### src/rtl/div_pkg.sv
// Shared types and constants for the sequential divider.
// SIGNED_DIV_EN selects two's complement operation in the divider top.
package div_pkg;
   typedef enum logic [1:0] {IDLE, RUN, FIXUP, FINISH} state_t;
   localparam int CLA_SLICE = 4;
   localparam int WIDTH_DEF = 16;
   localparam int CNT_W = $clog2(WIDTH_DEF);
endpackage

### src/rtl/cla_subtractor.sv
// W-bit a - b as a + ~b + 1 over chained 4-bit carry-look-ahead slices.
// cout high means no borrow (a >= b).
module cla_subtractor
   import div_pkg::*;
#(
   parameter int W = 17
) (
   input  logic [W-1:0] a,
   input  logic [W-1:0] b,
   output logic [W-1:0] diff,
   output logic         cout
);
   localparam int NS = (W + CLA_SLICE - 1) / CLA_SLICE;
   localparam int PW = NS * CLA_SLICE;

   logic [PW-1:0] ax, bx, g, p;
   logic [NS:0]   c;

   // Padding bits are a=0, ~b=1: they only propagate, so cout is unchanged.
   assign ax   = PW'(a);
   assign bx   = ~(PW'(b));
   assign g    = ax & bx;
   assign p    = ax ^ bx;
   assign c[0] = 1'b1;
   assign cout = c[NS];

   for (genvar i = 0; i < NS; i++) begin : g_slice
      logic [3:0] gs, ps;
      logic [4:0] cc;
      assign gs    = g[i*CLA_SLICE +: CLA_SLICE];
      assign ps    = p[i*CLA_SLICE +: CLA_SLICE];
      assign cc[0] = c[i];
      assign cc[1] = gs[0] | (ps[0] & cc[0]);
      assign cc[2] = gs[1] | (ps[1] & gs[0])
                   | (ps[1] & ps[0] & cc[0]);
      assign cc[3] = gs[2] | (ps[2] & gs[1])
                   | (ps[2] & ps[1] & gs[0])
                   | (ps[2] & ps[1] & ps[0] & cc[0]);
      assign cc[4] = gs[3] | (ps[3] & gs[2])
                   | (ps[3] & ps[2] & gs[1])
                   | (ps[3] & ps[2] & ps[1] & gs[0])
                   | (&ps & cc[0]);
      assign c[i+1] = cc[4];
      for (genvar j = 0; j < CLA_SLICE; j++) begin : g_bit
         if (i*CLA_SLICE + j < W) begin : g_out
            assign diff[i*CLA_SLICE + j] = ps[j] ^ cc[j];
         end
      end
   end
endmodule

### src/rtl/sequential_divider_16.sv
// Restoring divider, one quotient bit per cycle, CLA-based trial subtract.
// Define SIGNED_DIV_EN for two's complement operands (adds a FIXUP cycle).
module sequential_divider_16
   import div_pkg::*;
#(
   parameter int WIDTH = WIDTH_DEF
) (
   input  logic             clk,
   input  logic             rst_n,
   input  logic             start,
   input  logic [WIDTH-1:0] dividend,
   input  logic [WIDTH-1:0] divisor,
   output logic             busy,
   output logic             done,
   output logic [WIDTH-1:0] quotient,
   output logic [WIDTH-1:0] remainder,
   output logic             div_by_zero
);
   localparam int CW = $clog2(WIDTH);

   state_t         state, state_n;
   logic [CW-1:0]  cnt;
   logic [WIDTH:0] rem_r, shifted, rem_nx;
   logic [WIDTH:0] sub_a, sub_b, sub_diff;
   logic [WIDTH-1:0] q_r, q_nx, dsr_r;
   logic           sub_cout, last;

   assign shifted = (rem_r << 1) | (WIDTH+1)'(q_r[WIDTH-1]);
   assign rem_nx  = sub_cout ? sub_diff : shifted;
   assign q_nx    = {q_r[WIDTH-2:0], sub_cout};
   assign last    = (cnt == CW'(WIDTH-1));

`ifdef SIGNED_DIV_EN
   logic           q_neg, r_neg, rneg_nb;
   logic [WIDTH:0] rneg_diff;
   // FIXUP borrows the trial subtractor to form 0 - quotient.
   assign sub_a = (state == FIXUP) ? '0 : shifted;
   assign sub_b = (state == FIXUP) ? {1'b0, q_r} : {1'b0, dsr_r};

   cla_subtractor #(.W(WIDTH+1)) u_neg (
      .a    ({(WIDTH+1){1'b0}}),
      .b    (rem_r),
      .diff (rneg_diff),
      .cout (rneg_nb)
   );
`else
   assign sub_a = shifted;
   assign sub_b = {1'b0, dsr_r};
`endif

   cla_subtractor #(.W(WIDTH+1)) u_sub (
      .a    (sub_a),
      .b    (sub_b),
      .diff (sub_diff),
      .cout (sub_cout)
   );

   always_ff @(posedge clk or negedge rst_n) begin
      if (!rst_n) state <= IDLE;
      else        state <= state_n;
   end

   always_comb begin
      state_n = state;
      unique case (state)
         IDLE:   if (start) state_n = (divisor == '0) ? FINISH : RUN;
`ifdef SIGNED_DIV_EN
         RUN:    if (last) state_n = FIXUP;
`else
         RUN:    if (last) state_n = FINISH;
`endif
         FIXUP:  state_n = FINISH;
         FINISH: state_n = IDLE;
         default: state_n = IDLE;
      endcase
   end

   always_ff @(posedge clk or negedge rst_n) begin
      if (!rst_n) begin
         busy        <= 1'b0;
         done        <= 1'b0;
         quotient    <= '0;
         remainder   <= '0;
         div_by_zero <= 1'b0;
         cnt         <= '0;
         rem_r       <= '0;
         q_r         <= '0;
         dsr_r       <= '0;
`ifdef SIGNED_DIV_EN
         q_neg       <= 1'b0;
         r_neg       <= 1'b0;
`endif
      end else begin
         busy <= (state_n != IDLE);
         done <= (state_n == FINISH);
         unique case (state)
            IDLE: if (start) begin
               div_by_zero <= 1'b0;
               cnt         <= '0;
               rem_r       <= '0;
               if (divisor == '0) begin
                  quotient    <= '1;
                  remainder   <= dividend;
                  div_by_zero <= 1'b1;
               end else begin
`ifdef SIGNED_DIV_EN
                  q_r   <= dividend[WIDTH-1] ? ~dividend + 1'b1 : dividend;
                  dsr_r <= divisor[WIDTH-1] ? ~divisor + 1'b1 : divisor;
                  q_neg <= dividend[WIDTH-1] ^ divisor[WIDTH-1];
                  r_neg <= dividend[WIDTH-1];
`else
                  q_r   <= dividend;
                  dsr_r <= divisor;
`endif
               end
            end
            RUN: begin
               rem_r <= rem_nx;
               q_r   <= q_nx;
               cnt   <= cnt + 1'b1;
`ifndef SIGNED_DIV_EN
               if (last) begin
                  quotient  <= q_nx;
                  remainder <= rem_nx[WIDTH-1:0];
               end
`endif
            end
`ifdef SIGNED_DIV_EN
            FIXUP: begin
               quotient  <= q_neg ? sub_diff[WIDTH-1:0] : q_r;
               // Negating a zero remainder is a no-op; skip it.
               remainder <= (r_neg && !rneg_nb) ? rneg_diff[WIDTH-1:0]
                                                : rem_r[WIDTH-1:0];
            end
`endif
            default: ;
         endcase
      end
   end
endmodule

### config.mk
export PLATFORM = sky130hd
export DESIGN_NAME = sequential_divider_16
export DESIGN_NICKNAME = d
export VERILOG_FILES = /design/src/rtl/div_pkg.sv /design/src/rtl/cla_subtractor.sv /design/src/rtl/sequential_divider_16.sv
export SDC_FILE = /design/constraint.sdc
export NUM_CORES = 1
export LEC_CHECK = 0
export BUFFER_PORTS_ARGS = -buffer_cell sky130_fd_sc_hd__buf_2
export CORE_MARGIN = 2
export CORE_UTILIZATION = 34
export CTS_CLUSTER_DIAMETER = 80
export DETAILED_ROUTE_END_ITERATION = 10
export GPL_ROUTABILITY_DRIVEN = 0
export HOLD_SLACK_MARGIN = 0.05
export SETUP_SLACK_MARGIN = 0.02
export SYNTH_ARGS = -nofsm -noshare
export SYNTH_HDL_FRONTEND = slang
export SYNTH_HIERARCHICAL = 1
export SYNTH_SLANG_ARGS = --single-unit
### constraint.sdc
create_clock -name clk -period 4.1 [get_ports clk]
set_input_delay 0 -clock clk [delete_from_list [all_inputs] [get_ports clk]]
set_output_delay 0 -clock clk [all_outputs]
set_load 0.005 [all_outputs]
==> out/qor.txt <==
Worst path cell trace: inv_1 > ha_1 > o211ai_1 > a21oi_1 > o211ai_1 > o211ai_1 > a31oi_2 > o21bai_1 > fa_1 > mux2_2 > nand2_1 > a21boi_0 > mux2i_1
Starting Density: 35.0%
Final hold violation count: 0
Final WL: 11400 um
CP required: 4310 ps
Die Area: 16100 um2
Main synth FF type: dfrtp_1
Worst vdd ir: 0.550 mV
Most frequent cells in the layout: dfrtp_1 (89), buf_2 (68), mux2_2 (49)
Die height: 127 um
Net Sw Power: 1.76 mW
Clock Tree Buf Depth: 2
Drt first pass iters: 4
#FFs+latches synth: 89
Hold Slack: 160 ps
Clk slew on worst S/H paths: 60 ps
Port Buffer Count: 69
Post-route ant nets: 0
Post-Syn Instances: 440
Period utilisation layout: 91.9%
DR vias: 3543
Cell area after synthesis: 5120 um2
Fin cells: 729
DRC Markers: 0
Via density: 4.86
TNS Setup: 0 ps
Leak: 3.13 nW
Slowest stage delay, CP: 820 ps
DR iter-0 viols: 129
Placed standard-cell area: 5620 um2
Total Power: 4.83 mW
CP most frequent cell: o211ai_1
Initial antenna violation count: 0
Post-CTS Setup Inserts: 0
Minimum clock period: 3770 ps
CTS Buf Count: 9
Relative slew slack: 18.3%
Clock power share: 18.9%
Endpoint class of the critical path: flip-flop
Place WS: 358 ps
Post-layout util: 43.0%
Switching share of power: 36.5%
Outcome: complete, no violations
Root buf cell: clkbuf_16
Least-Margin Pin Slew: 1230 ps
Worst-Skew Late Latency: 350 ps
Post-synthesis cell type count: 50
Most common cell after layout, fill and taps aside: dfrtp_1
Drt wl/cell: 15.6 um
Worst Hold Class: in2async
Clock Skews: 9.56 ps
Fin nets: 601
RSZ-0062 raised after global routing: no
Final instance area: 6290 um2
Post-Synthesis Mean Instance Area: 11.6 um2
Share of layout cells above drive strength 1: 33.4%
Asr flop ratio synth: 100%
CORE AREA: 14600 um2
Crit path max-delay cell type: fa_1
Die width: 127 um
Sequential power share: 31.2%
Max H-tree Level: 3
Synthesized Nets: 501
I/O pins: 70
Top cells by area, synth: dfrtp_1 (44%), mux2_2 (11%), mux2_4 (9.4%)
Gr usage total: 15.2%
Logic pwr share: 49.9%
FF-to-FF path depth: 13
Sink Count: 89
Seq/Total Area, Yosys: 43.5%
Global route overflow: 0
Post-CTS Resized: 0
Final setup margin: 333 ps
P_int: 3.07 mW
Critical path launch point type: flip-flop
Worst EP arrival: 3970 ps
Vias in the first global route: 3781
Crit Path Max Fanout: 18
Pwr/cell area: 767 nW/um2
Cell row count: 44
CTS tree: built
EDFF count, synth: 0
Ys Warns: 6
Critical path class: reg2reg
Final number of setup-violating endpoints: 0
Post-synth top area cell: dfrtp_1
DP Cell Count: 679
HPWL after DPL: 8190 um
Diode count: 0
First-pass GRT wire length: 19200 um
Fmax: 0.265 GHz
Pins Over Slew Limit: 0
P&R area growth vs syn: 23.0%
Max Cap Viol: 0
Largest net degree at the start of global routing: 65
Synth top area share: 43.5%
worst max-delay path, delay by kind of cell, from the launching register on:
family          cells  cell delay (ps)
buf+inv             1               60
mux                 2              520
compound gates      7             1440
simple gates        1               80
fa+ha+maj           2             1140
flops               1              390
final timing paths:
kind,to,startpoint,slack [ps]
setup reg to reg,remainder[4],q_r[15],330
hold / removal,div_by_zero,rst_n,160
hold reg to reg,dsr_r[3],dsr_r[3],500
min in group clk,dsr_r[11],divisor[11],480
setup / recovery,remainder[4],q_r[15],330
max in group asynchronous,remainder[9],rst_n,2870
layer usage:
metal / track usage [%] / wire, um
met2: 26.5 / 5890
met1: 18.3 / 5000
met3: 4.05 / 361
met4: 4.59 / 161
met5: 0 / 0
power groups by stage:
stage	clock network (mW)	logic, mW	registers [mW]
5_1_grt	0.977	2.69	1.56
3_3_place_gp	0	2.33	1.51
6_report	0.912	2.41	1.51
3_5_place_dp	0	2.40	1.52
2_1_floorplan	0	1.88	1.45
4_1_cts	0.940	2.43	1.51
Yosys cell counts, drive strengths merged, types with 2 or more instances:
cell type	n
dfrtp	89
nor3	3
nor4	4
o21bai	2
nand3	4
o211ai	3
o31ai	8
nand2	33
a21oi	14
a21boi	8
nand2b	18
o21a	2
a21o	2
a31oi	2
inv	37
o21ai	17
buf	12
xor2	2
a211oi	2
ha	22
nand4	2
and2	3
clkbuf	6
fa	4
xnor2	7
nor2	23
mux2i	17
mux2	81
and3	2
cells by family (layout without fill, tap and decap cells):
logic type / after synthesis / count (layout) / share of synthesized area, %
flip-flops: 89 / 89 / 43.5
AND/OR/NAND/NOR: 95 / 95 / 10.4
buffers and inverters: 56 / 161 / 4.96
XOR/XNOR: 9 / 9 / 1.54
other: 1 / 1 / 0.0733
AO/OA/AOI/OAI: 66 / 66 / 9.12
multiplexers: 98 / 98 / 23.5
adder cells (fa/ha/maj): 26 / 26 / 6.94
area by class of cell:
cell class,count,area [um2]
fillers,1425,8350
repair buffers,107,718
well taps,184,230
clock inverters,4,75.1
multi-input cells,295,2640
inverters,38,143
clock buffers,12,256
flip-flops and latches,89,2230
what timing repair did:
item,4_1_cts,5_1_grt
hold buffers,34,0
endpoints found under the setup margin,0,0
endpoints found under the hold margin,79,0
sequential cells by signal (all words and copies together), names as in the netlist:
register     cells
rem_r           16
state            2
remainder       16
q_r             16
busy             1
cnt              4
quotient        16
div_by_zero      1
dsr_r           16
done             1
No activity file was read; power rests on OpenSTA's default activity.
